$ cat config.mk
export PLATFORM = sky130hd
export DESIGN_NAME = pe_input_feeder_flat
export DESIGN_NICKNAME = d
export VERILOG_FILES = /design/src/rtl/pe_input_feeder_if.sv /design/src/rtl/pe_input_feeder.sv /design/src/flat_wrapper.sv
export SDC_FILE = /design/constraint.sdc
export NUM_CORES = 1
export LEC_CHECK = 0
export ABC_AREA = 1
export CORE_MARGIN = 10
export CORE_UTILIZATION = 50
export CTS_CLUSTER_DIAMETER = 150
export DETAILED_ROUTE_END_ITERATION = 6
export GPL_ROUTABILITY_DRIVEN = 0
export HOLD_SLACK_MARGIN = 0.12
export PLACE_DENSITY = 0.72
export REMOVE_ABC_BUFFERS = 1
export SLEW_MARGIN = 20
export SYNTH_ARGS = -nofsm -noshare
export SYNTH_HDL_FRONTEND = slang
export SYNTH_SLANG_ARGS = --single-unit
$ cat constraint.sdc
create_clock -name i_clk -period 3.6 [get_ports i_clk]
set_clock_uncertainty 0.15 [all_clocks]
set_input_delay 0.72 -clock i_clk [delete_from_list [all_inputs] [get_ports i_clk]]
set_output_delay 0.72 -clock i_clk [all_outputs]
set_load 0.01 [all_outputs]
$ cat src/rtl/pe_input_feeder_if.sv
// Buffer-read and PE-handshake bundle of the input feeder.
// master = feeder side, slave = buffer/PE side.
interface pe_input_feeder_if #(
  parameter int DATAWD = 16,
  parameter int ADDRWD = 12
);
  logic              o_sram_ren;
  logic [ADDRWD-1:0] o_sram_raddr;
  logic [DATAWD-1:0] i_sram_rdata;
  logic              o_Input_rdy;
  logic              i_Input_ack;
  logic [DATAWD-1:0] o_Input_data;

  modport master (
    output o_sram_ren, o_sram_raddr, o_Input_rdy, o_Input_data,
    input  i_sram_rdata, i_Input_ack
  );

  modport slave (
    input  o_sram_ren, o_sram_raddr, o_Input_rdy, o_Input_data,
    output i_sram_rdata, i_Input_ack
  );
endinterface

$ cat src/rtl/pe_input_feeder.sv
// Streams one row tile (pixel outer, channel inner) from the global buffer
// into a PE through a 2-entry FIFO with a rdy/ack handshake.
module pe_input_feeder #(
  parameter int DATAWD = 16,
  parameter int ADDRWD = 12,
  parameter int PCHWD  = 4,
  parameter int ROWWD  = 8
) (
  input  logic              i_clk,
  input  logic              i_rst,
  input  logic              i_start,
  input  logic              i_abort,
  input  logic [ADDRWD-1:0] i_base_addr,
  input  logic [PCHWD-1:0]  i_pch,
  input  logic [ROWWD-1:0]  i_row_len,
  input  logic [ADDRWD-1:0] i_pch_stride,
  output logic              o_busy,
  output logic              o_done,
  pe_input_feeder_if.master bus
);

  localparam int CNTWD = PCHWD + ROWWD;

  typedef enum logic [1:0] {
    IDLE  = 2'd0,
    RUN   = 2'd1,
    DRAIN = 2'd2
  } state_t;

  state_t            state;
  logic [PCHWD-1:0]  pch_r;
  logic [PCHWD-1:0]  ch_cnt;
  logic [ROWWD-1:0]  row_len_r;
  logic [ROWWD-1:0]  pix_cnt;
  logic [ADDRWD-1:0] stride_r;
  logic [ADDRWD-1:0] pix_addr;
  logic [ADDRWD-1:0] rd_addr;
  logic [CNTWD-1:0]  xfer_left;
  logic [DATAWD-1:0] fifo_mem [2];
  logic              wr_ptr;
  logic              rd_ptr;
  logic [1:0]        fifo_cnt;
  logic              rvalid;

  logic              pop;
  logic              flush;
  logic              issue;
  logic              last_ch;
  logic              last_rd;
  logic [2:0]        credit;

  // Read credit counts the word popped this cycle, so ack held high sustains
  // one read per cycle while a stalled PE caps outstanding words at two.
  always_comb begin
    pop     = (fifo_cnt != 2'd0) && bus.i_Input_ack;
    flush   = i_rst || i_abort;
    credit  = 3'(fifo_cnt) + 3'(rvalid) - 3'(pop);
    issue   = (state == RUN) && !flush && (credit < 3'd2);
    last_ch = (ch_cnt == pch_r - PCHWD'(1));
    last_rd = last_ch && (pix_cnt == row_len_r - ROWWD'(1));
  end

  assign bus.o_sram_ren   = issue;
  assign bus.o_sram_raddr = rd_addr;
  assign bus.o_Input_rdy  = (fifo_cnt != 2'd0);
  assign bus.o_Input_data = fifo_mem[rd_ptr];

  always_ff @(posedge i_clk) begin
    if (i_rst) begin
      state     <= IDLE;
      o_busy    <= 1'b0;
      o_done    <= 1'b0;
      pch_r     <= '0;
      row_len_r <= '0;
      stride_r  <= '0;
      ch_cnt    <= '0;
      pix_cnt   <= '0;
      pix_addr  <= '0;
      rd_addr   <= '0;
      xfer_left <= '0;
      rvalid    <= 1'b0;
      wr_ptr    <= 1'b0;
      rd_ptr    <= 1'b0;
      fifo_cnt  <= 2'd0;
      for (int i = 0; i < 2; i++) begin
        fifo_mem[i] <= '0;
      end
    end else if (i_abort) begin
      // Drop queued words and the read returning next cycle.
      state    <= IDLE;
      o_busy   <= 1'b0;
      o_done   <= 1'b0;
      rvalid   <= 1'b0;
      wr_ptr   <= 1'b0;
      rd_ptr   <= 1'b0;
      fifo_cnt <= 2'd0;
    end else begin
      o_done   <= 1'b0;
      rvalid   <= issue;
      fifo_cnt <= fifo_cnt + 2'(rvalid) - 2'(pop);
      if (rvalid) begin
        fifo_mem[wr_ptr] <= bus.i_sram_rdata;
        wr_ptr           <= ~wr_ptr;
      end
      if (pop) begin
        rd_ptr    <= ~rd_ptr;
        xfer_left <= xfer_left - CNTWD'(1);
      end
      case (state)
        IDLE: begin
          if (i_start) begin
            state     <= RUN;
            o_busy    <= 1'b1;
            pch_r     <= i_pch;
            row_len_r <= i_row_len;
            stride_r  <= i_pch_stride;
            ch_cnt    <= '0;
            pix_cnt   <= '0;
            pix_addr  <= i_base_addr;
            rd_addr   <= i_base_addr;
            xfer_left <= CNTWD'(i_pch) * CNTWD'(i_row_len);
          end
        end
        RUN: begin
          if (issue) begin
            if (last_ch) begin
              ch_cnt   <= '0;
              pix_cnt  <= pix_cnt + ROWWD'(1);
              pix_addr <= pix_addr + ADDRWD'(1);
              rd_addr  <= pix_addr + ADDRWD'(1);
            end else begin
              ch_cnt  <= ch_cnt + PCHWD'(1);
              rd_addr <= rd_addr + stride_r;
            end
            if (last_rd) begin
              state <= DRAIN;
            end
          end
        end
        DRAIN: begin
          if (pop && (xfer_left == CNTWD'(1))) begin
            state  <= IDLE;
            o_busy <= 1'b0;
            o_done <= 1'b1;
          end
        end
        default: begin
          state  <= IDLE;
          o_busy <= 1'b0;
        end
      endcase
    end
  end

endmodule

$ cat src/flat_wrapper.sv
// flat-port wrapper written by rule: the top's interface ports become plain ports
module pe_input_feeder_flat 
#(
  parameter int DATAWD = 16,
  parameter int ADDRWD = 12,
  parameter int PCHWD  = 4,
  parameter int ROWWD  = 8
)
  (i_clk, i_rst, i_start, i_abort, i_base_addr, i_pch, i_row_len, i_pch_stride, o_busy, o_done, bus_o_sram_ren, bus_o_sram_raddr, bus_o_Input_rdy, bus_o_Input_data, bus_i_sram_rdata, bus_i_Input_ack);
  pe_input_feeder_if #(.DATAWD(DATAWD), .ADDRWD(ADDRWD)) bus_i ();
  input  logic i_clk;
  input  logic i_rst;
  input  logic i_start;
  input  logic i_abort;
  input  logic [ADDRWD-1:0] i_base_addr;
  input  logic [PCHWD-1:0] i_pch;
  input  logic [ROWWD-1:0] i_row_len;
  input  logic [ADDRWD-1:0] i_pch_stride;
  output logic o_busy;
  output logic o_done;
  output wire logic [$bits(bus_i.o_sram_ren)-1:0] bus_o_sram_ren;
  output wire logic [$bits(bus_i.o_sram_raddr)-1:0] bus_o_sram_raddr;
  output wire logic [$bits(bus_i.o_Input_rdy)-1:0] bus_o_Input_rdy;
  output wire logic [$bits(bus_i.o_Input_data)-1:0] bus_o_Input_data;
  input wire logic [$bits(bus_i.i_sram_rdata)-1:0] bus_i_sram_rdata;
  input wire logic [$bits(bus_i.i_Input_ack)-1:0] bus_i_Input_ack;
  assign bus_o_sram_ren = bus_i.o_sram_ren;
  assign bus_o_sram_raddr = bus_i.o_sram_raddr;
  assign bus_o_Input_rdy = bus_i.o_Input_rdy;
  assign bus_o_Input_data = bus_i.o_Input_data;
  assign bus_i.i_sram_rdata = bus_i_sram_rdata;
  assign bus_i.i_Input_ack = bus_i_Input_ack;
  pe_input_feeder #(.DATAWD(DATAWD), .ADDRWD(ADDRWD), .PCHWD(PCHWD), .ROWWD(ROWWD)) u_core (.i_clk(i_clk), .i_rst(i_rst), .i_start(i_start), .i_abort(i_abort), .i_base_addr(i_base_addr), .i_pch(i_pch), .i_row_len(i_row_len), .i_pch_stride(i_pch_stride), .o_busy(o_busy), .o_done(o_done), .bus(bus_i));
endmodule
# Yosys cells after proc, flatten, opt, wreduce, memory -nomap -nowiden
# Memory sizes are Yosys's and may differ from the RTL's. A register that Yosys moved wholly into a read port is not among the register bits.
# Index checks and enable logic that the tools add are counted.
# totals
mem_count	1
mem_bits_rw	32
output_inout_bits	32
inputBits	57
reg_bits	81
# op_classes
n_bitwise	5
n_lt_le_gt_ge	1
n_mul	1
n_reduce_logical	18
n_mux	38
n_eq_ne	10
addsub	11
# mem_list
memory	words	word_bits	rd	rd_ports_with_merged_regs	wr	line_no	rtl
u_core.fifo_mem	2	16	1	1	2	pe_input_feeder.sv:39	logic [DATAWD-1:0] fifo_mem [2];
# op_table
cell	count
2-to-1 mux 12 bit	8
one-hot mux 12 bit (2 select lines)	2
2-to-1 mux 8 bit	3
2-to-1 mux 16 bit	1
one-hot mux 8 bit (2 select lines)	1
OR reduction 16 bit	1
2-to-1 mux 1 bit	13
adder 12 x 1 -> 12 bit (second input constant)	1
adder 12 bit	1
equality test 12 x 1 -> 1 bit (second input constant)	1
multiplier 4 x 8 -> 12 bit	1
2-to-1 mux 4 bit	3
subtractor 12 x 1 -> 12 bit (second input constant)	1
adder 8 x 1 -> 8 bit (second input constant)	1
equality test 8 bit	1
2-to-1 mux 2 bit	4
one-hot mux 4 bit (2 select lines)	1
AND reduction 4 bit	2
subtractor 8 x 1 -> 8 bit (second input constant)	1
inequality test 2 x 1 -> 1 bit (second input constant)	3
one-hot mux 2 bit (3 select lines)	1
AND reduction 3 bit	2
logical AND 1 bit	5
NOT 1 bit	5
19 further kinds	21

# Longest topological paths before layout
# Gate-level depths: netlist of the first run.
# logic_depth
word_depth	7
mapped_depth	18

# Worst setup path before layout of the first run
# Ideal clock, no wire load.
# synth_path
path_type	input-to-reg
from	in i_pch[3]
to	reg u_core.xfer_left[10]
t_required_ps	3341
path_stages	15
arrival_time_ps	3435
setup_ps	109
setup_slack_ps	-94
cell_sequence	clkbuf_1 > nand2_1 > fa_1 > inv_1 > fa_1 > inv_1 > fa_1 > o21ai_0 > nand3_1 > nand2_1 > nand2_1 > nand3_1 > nand3_1 > nand2_1 > inv_1
# synth_between
elab_chain_len	3
# synth_rtl
element	line_no	rtl
start: declaration	flat_wrapper.sv:16	input logic [PCHWD-1:0] i_pch;
multiplier 4 x 8 -> 12 bit	pe_input_feeder.sv:121	xfer_left <= CNTWD'(i_pch) * CNTWD'(i_row_len);
2-to-1 mux 12 bit	pe_input_feeder.sv:111	if (i_start) begin
2-to-1 mux 12 bit	pe_input_feeder.sv:109	case (state)
end signal: assignment	pe_input_feeder.sv:107	xfer_left <= xfer_left - CNTWD'(1);
end signal: assignment	pe_input_feeder.sv:121	
end: declaration	pe_input_feeder.sv:38	logic [CNTWD-1:0] xfer_left;
# No other way between the ends.
# A chain may end at the register's enable or synchronous reset.

# Final worst setup path of the first run
# layout_path
from	in bus_i_Input_ack
to	out bus_o_sram_ren
# layout_between
elab_chain_len	4
# layout_rtl
element	line_no	rtl
start: declaration	flat_wrapper.sv:26	input wire logic [$bits(bus_i.i_Input_ack)-1:0] bus_i_Input_ack;
logical AND 1 bit	pe_input_feeder.sv:55	pop = (fifo_cnt != 2'd0) && bus.i_Input_ack;
net u_core.pop	pe_input_feeder.sv:45	logic pop;
subtractor 3 x 1 -> 3 bit	pe_input_feeder.sv:57	credit = 3'(fifo_cnt) + 3'(rvalid) - 3'(pop);
net u_core.credit[1]	pe_input_feeder.sv:50	logic [2:0] credit;
< comparator 3 x 2 -> 1 bit	pe_input_feeder.sv:58	issue = (state == RUN) && !flush && (credit < 3'd2);
logical AND 1 bit	pe_input_feeder.sv:58	
end: declaration	flat_wrapper.sv:21	output wire logic [$bits(bus_i.o_sram_ren)-1:0] bus_o_sram_ren;
# The timed path passes the listed nets, and every way through them passes these cells.

==> results.py, run 1 <==
metrics = {
    "yosys": {
        "syn_area_sq_mm": 0.00749,
        "async_flop_share_pct": 0,
        "syn_inst": 1046,
        "synth_cell_type_count": 37,
        "yosys_warnings": 0,
        "yosysMostFrequentCell": "nand2_1",
        "ys_seq_elements": 114,
        "seq_area_frac_synth_pct": 34.7,
        "syn_area_per_cell_sq_um": 7.16,
        "synth_edf_count": 32,
        "yosys.area.top_type": "dfxtp_1",
        "ys.flop_type": "dfxtp_1",
        "synth_common_cells": "nand2_1 (248), inv_1 (157), nor2_1 (120)",
        "synth_top_cells_by_area": "dfxtp_1 (22%), edfxtp_1 (13%), nand2_1 (12%), inv_1 (7.9%), ha_1 (6.0%)",
        "synth.top_cell.area_share_pct": 21.9,
    },
    "timing": {
        "max_freq_ghz": 0.288,
        "final_max_slew_viol_count": 0,
        "whs_ns": 0.305,
        "min_period_ns": 3.47,
        "setup_viol": 0,
        "worstMarginPinSlew_ns": 0.746,
        "tns_ns": 0,
        "finalCritPeriodShare_pct": 96.4,
        "relSlewSlack_pct": 50.2,
        "finalHoldViolations": 0,
    },
    "status": {
        "status": "complete, no violations",
    },
    "power": {
        "ir_worst_vdd_mv": 0.389,
        "p_leak_nw": 4.54,
        "p_total_w": 0.00392,
        "powerDensity_mw_per_mm2": 419,
    },
    "worst_setup_path": {
        "crit_arrival_ns": 2.60,
        "crit_fanout": 2,
        "r2r_end": "u_core.pix_cnt[1]",
        "end_kind": "primary output",
        "path_class": "in -> out",
        "rrSetupSlack_ns": 0.73,
        "reg2reg_from": "u_core.fifo_cnt[1]",
        "cp.required_ns": 2.73,
        "reg2regPathDepth": 18,
        "crit_path_start_kind": "input port",
    },
    "placed_design": {
        "hpwl_um": 14000,
        "io_buffers": 88,
    },
    "global_route": {
        "grt_max_degree": 35,
        "grt_pass1_vias": 6584,
        "grt.overflow.total": 0,
        "grt_pass1_wl_um": 30900,
        "track_usage_pct": 18.5,
        "antenna_found_initial": 0,
    },
    "clock_network": {
        "cts.sinks": 114,
        "htree_num_levels": 4,
        "worstSkewPairLatency_ns": 0.42,
        "clk_path_buf_depth": 2,
        "cts_buffers": 17,
        "cts-root-buf": "clkbuf_16",
        "cts.reportedPaths.clkPinSlew_ns": 0.05,
        "cts_tree": "yes",
    },
    "routing": {
        "antenna_left": 0,
        "wl_per_cell_um": 13.8,
        "wirelength_um": 18700,
        "drtIter0Drc": 464,
        "drt-vias-per-instance": 5.10,
        "drt-pass1-iter-count": 6,
        "vias": 6932,
        "drc_errors": 0,
    },
    "die": {
        "io_pins": 89,
        "start_util_pct": 51.3,
        "rows": 44,
        "core_area_sq_mm": 0.0146,
        "dieArea_sq_mm": 0.0203,
        "die_h_um": 142,
        "die_width_um": 142,
    },
    "cells_and_area": {
        "fillers": 1310,
        "nets": 1269,
        "diodes": 0,
        "drive_gt1_share_pct": 9.70,
        "syn2layout_area_growth_pct": 24.9,
    },
    "hold_path": {
        "hp-start": "u_core.rd_ptr",
        "min_path_type": "reg -> reg",
        "hold_depth": 1,
    },
    "flow_run": {
        "max_cap_violations": 0,
    },
}
-- cells by family (layout without fill, tap and decap cells) --
family,count (synthesis),in the layout,share of synthesized area (%)
mux,16,16,2.41
buf+inv,198,327,10.7
simple gates,486,486,28.3
compound gates,155,155,10.8
fa+ha+maj,50,50,9.76
flops,114,114,34.7
xor+xnor,27,27,3.26
-- layer usage --
layer,part of all wire [%],wire length [um],GRT usage (%),vias to the layer above
li1,-,-,-,3579
met1,45,8410,22.5,3192
met2,49,9150,31.4,136
met3,4.7,886,4.14,25
met4,1.6,303,6.50,0
met5,0,0,0,-
-- registers in the layout (all words and copies together), names as in the netlist, named ones only --
name                     cells
u_core.bus.o_sram_raddr     12
u_core.o_done                1
u_core.row_len_r             8
u_core.rd_ptr                1
u_core.stride_r             12
u_core.state                 2
u_core.wr_ptr                1
u_core.o_busy                1
u_core.pch_r                 4
u_core.fifo_cnt              2
u_core.ch_cnt                4
u_core.xfer_left            12
u_core.pix_cnt               8
u_core.rvalid                1
u_core.fifo_mem             32
u_core.pix_addr             12
-- layout make-up --
class                           count  area (sq um)  area share [%]
Timing Repair Buffer              130          1210            12.9
Tap cell                          184           230            2.46
Sequential cell                   114          2600            27.8
Inverter                          165           624            6.67
Clock buffer                       20           447            4.77
Clock inverter                     12           140            1.50
Multi-Input combinational cell    734          4100            43.9
-- how the worst max path moves through the flow --
| stage | start | to | slack (ns) |
|---|---|---|---|
| 6_report | bus_i_Input_ack | bus_o_sram_ren | 0.13 |
| 5_1_grt | bus_i_Input_ack | bus_o_sram_ren | -0.03 |
| 4_1_cts | bus_i_Input_ack | bus_o_sram_ren | -0.02 |
| 3_5_place_dp | i_row_len[2] | u_core.xfer_left[8] | -0.47 |
| 3_3_place_gp | i_row_len[2] | u_core.xfer_left[8] | -0.45 |
| 2_1_floorplan | i_row_len[0] | u_core.xfer_left[10] | 0.19 |
-- cell usage in the layout (no fill, tap or decap), types with 35 or more instances in the layout --
| cell | Yosys | layout |
|---|---|---|
| nor2_1 | 120 | 120 |
| nand3_1 | 72 | 72 |
| o21ai_0 | 66 | 64 |
| dfxtp_1 | 82 | 82 |
| inv_1 | 157 | 157 |
| buf_4 | 0 | 43 |
| ha_1 | 36 | 35 |
| a21oi_1 | 69 | 69 |
| clkdlybuf4s50_1 | 0 | 79 |
| nand2_1 | 248 | 247 |
-- power breakdown --
group / internal (W) / switching, W / leakage [nW]
registers: 0.00139 / 0.0000488 / 1.00
logic: 0.000355 / 0.000448 / 3.26
clock network: 0.00109 / 0.000593 / 0.281
total: 0.00284 / 0.00109 / 4.54
-- worst max-delay path: stages --
cell and delay [ns]:
clkdlybuf4s50_1 0.41, nand2_2 0.08, inv_2 0.04, ha_1 0.26, inv_1 0.03, ha_1 0.18
fa_2 0.58, nor2_4 0.05, nand2_4 0.06, inv_1 0.04, buf_4 0.14
-- per-stage QoR --
step                std cells  utilization, %  setup WS (ns)  instance area [sq um]
global placement         1327            59.9         -0.445                   8740
detailed placement       1327            59.9         -0.466                   8740
global route             1359            64.1        -0.0282                   9360
CTS                      1359            63.9        -0.0214                   9330
floorplan                1013               -          0.192                   7310
finish                   1359            64.1          0.130                   9360
-- repair_timing --
item                                    CTS  global route
gates resized for setup                   5            13
pin swaps                                 0             3
hold buffers                              0             0
endpoints found under the hold margin     0             0
buffers inserted                          0             0
endpoints found under the setup margin    3             9
gates cloned                              0             0
Note: power is estimated with default switching activity, not from simulation.
==> inputs of run 2 (changes only) <==
--- a/config.mk
+++ b/config.mk
@@ -14,6 +14,7 @@
 export HOLD_SLACK_MARGIN = 0.12
 export PLACE_DENSITY = 0.72
 export REMOVE_ABC_BUFFERS = 1
+export SKIP_LAST_GASP = 1
 export SLEW_MARGIN = 20
 export SYNTH_ARGS = -nofsm -noshare
 export SYNTH_HDL_FRONTEND = slang
==> run 2 against run 1 <==
Maximum frequency about the same. Sequential share of layout area stayed put. Non-clock buffer count unchanged. Wire length rose by 0.15%. Largest power group unchanged. Utilization unchanged. Worst setup slack is essentially flat. Highest routed layer unchanged.
==> results.py, run 2 (same netlist as run 1, synthesis figures left out) <==
metrics = {
    "status": {
        "status": "complete, no violations",
    },
    "power": {
        "p_switching_w": 0.00109,
        "combPwrFrac_pct": 20.5,
        "p_int_w": 0.00284,
        "p_clk_share_pct": 43.0,
        "sw_frac_of_total_pct": 27.8,
        "pwr-share-seq_pct": 36.5,
        "powerDensity_mw_per_mm2": 420,
        "p_leak_nw": 4.54,
        "ir_worst_vdd_mv": 0.388,
    },
    "worst_setup_path": {
        "crit_chain": "clkdlybuf4s50_1 -> nand2_2 -> inv_2 -> ha_1 -> inv_1 -> ha_1 -> fa_2 -> nor2_4 -> nand2_4 -> inv_1 -> buf_4",
        "crit_fanout": 2,
        "crit_family": "adder cells",
        "crit_arrival_ns": 2.60,
        "crit_path_start_kind": "input port",
        "reg2regPathDepth": 18,
        "cp_num_cells": 11,
        "rrSetupSlack_ns": 0.73,
        "cp.required_ns": 2.73,
        "crit_path_top_delay_cell": "fa_2",
        "path_class": "in -> out",
        "end_kind": "primary output",
        "cp.buffers_inverters": 5,
        "slowest_delay_ns": 0.58,
    },
    "placed_design": {
        "placedCellCount": 1327,
        "io_buffers": 88,
        "placed_area_sq_mm": 0.00874,
        "hpwl_um": 14000,
    },
    "timing": {
        "relSlewSlack_pct": 50.1,
        "finalCritPeriodShare_pct": 96.4,
        "final_max_slew_viol_count": 0,
        "min_period_ns": 3.47,
        "worstMarginPinSlew_ns": 0.747,
        "max_freq_ghz": 0.288,
        "finalHoldViolations": 0,
        "setup_viol": 0,
    },
    "clock_network": {
        "htree_num_levels": 4,
        "cts_tree": "yes",
        "cts.sinks": 114,
        "cts_hold_buf": 0,
        "cts_buffers": 17,
        "worstSkewPairLatency_ns": 0.42,
        "cts.reportedPaths.clkPinSlew_ns": 0.05,
        "cts-root-buf": "clkbuf_16",
        "clk_path_buf_depth": 2,
    },
    "die": {
        "dieArea_sq_mm": 0.0203,
        "rows": 44,
        "die_width_um": 142,
        "core_area_sq_mm": 0.0146,
        "start_util_pct": 51.3,
        "die_h_um": 142,
        "io_pins": 89,
    },
    "hold_path": {
        "hold_depth": 1,
        "min_path_type": "reg -> reg",
    },
    "routing": {
        "antenna_left": 0,
        "wl_per_cell_um": 13.8,
        "drt-vias-per-instance": 5.10,
        "drtIter0Drc": 442,
        "drt-pass1-iter-count": 7,
        "vias": 6927,
        "wirelength_um": 18800,
        "drc_errors": 0,
    },
    "global_route": {
        "grt_max_degree": 35,
        "grt_pass1_wl_um": 30900,
        "antenna_found_initial": 0,
        "grt_pass1_vias": 6584,
        "grt.overflow.total": 0,
        "track_usage_pct": 18.5,
    },
    "cells_and_area": {
        "fin_util_pct": 64.1,
        "regMostFlops": "u_core.fifo_mem",
        "drive_gt1_share_pct": 9.70,
        "final_cell_mix": "nand2_1 (247), inv_1 (157), nor2_1 (120)",
        "fillers": 1310,
        "final_cells": 1359,
        "diodes": 0,
        "largest_register_ffs": 32,
        "syn2layout_area_growth_pct": 24.9,
        "nets": 1269,
        "final_common_cell": "nand2_1",
        "postLayoutCellArea_sq_mm": 0.00936,
    },
    "flow_run": {
        "max_cap_violations": 0,
    },
}
run 2: worst paths after layout:
| kind | start | to |
|---|---|---|
| hold / removal | u_core.rd_ptr | flop |
| setup reg to reg | u_core.fifo_cnt[1] | u_core.pix_cnt[1] |
| hold reg to reg | u_core.rd_ptr | flop |
| setup / recovery | bus_i_Input_ack | bus_o_sram_ren |
run 2: routing by layer:
layer  up-vias  GRT usage, %  part of all wire, %
met3        27          4.14                  4.8
met2       136          31.4                   49
met5         -             0                    0
met1      3188          22.5                   45
li1       3576             -                    -
met4         0          6.50                  1.7
run 2: power by group through the flow:
stage	clock (W)	combinational, W	sequential [W]
CTS	0.00170	0.000803	0.00143
global route	0.00177	0.000913	0.00144
finish	0.00169	0.000805	0.00143
detailed placement	0	0.000796	0.00146
floorplan	0	0.000495	0.00145
global placement	0	0.000786	0.00146
run 2: final cells by class:
type | count | area (sq um) | share of cell area, %
clock buffers | 20 | 447 | 4.77
clock inverters | 12 | 140 | 1.50
inverters | 165 | 624 | 6.67
multi-input cells | 734 | 4100 | 43.9
flip-flops and latches | 114 | 2600 | 27.8
well taps | 184 | 230 | 2.46
repair buffers | 130 | 1210 | 12.9
run 2: repair_timing:
action | in CTS | in global routing
resized for setup | 5 | 13
buffers inserted | 0 | 0
pin swaps | 0 | 3
endpoints found under the setup margin | 3 | 9
run 2: metrics by stage:
| stage | power (W) | worst slack, ns | setup TNS, ns | hold WS (ns) |
|---|---|---|---|---|
| 2_1_floorplan | 0.00195 | 0.192 | 0 | 0.269 |
| 3_3_place_gp | 0.00224 | -0.445 | -3.12 | 0.286 |
| 3_5_place_dp | 0.00226 | -0.466 | -3.49 | 0.296 |
| 4_1_cts | 0.00394 | -0.0214 | -0.0214 | 0.304 |
| 5_1_grt | 0.00412 | -0.0282 | -0.0282 | 0.319 |
| 6_report | 0.00393 | 0.130 | 0 | 0.305 |
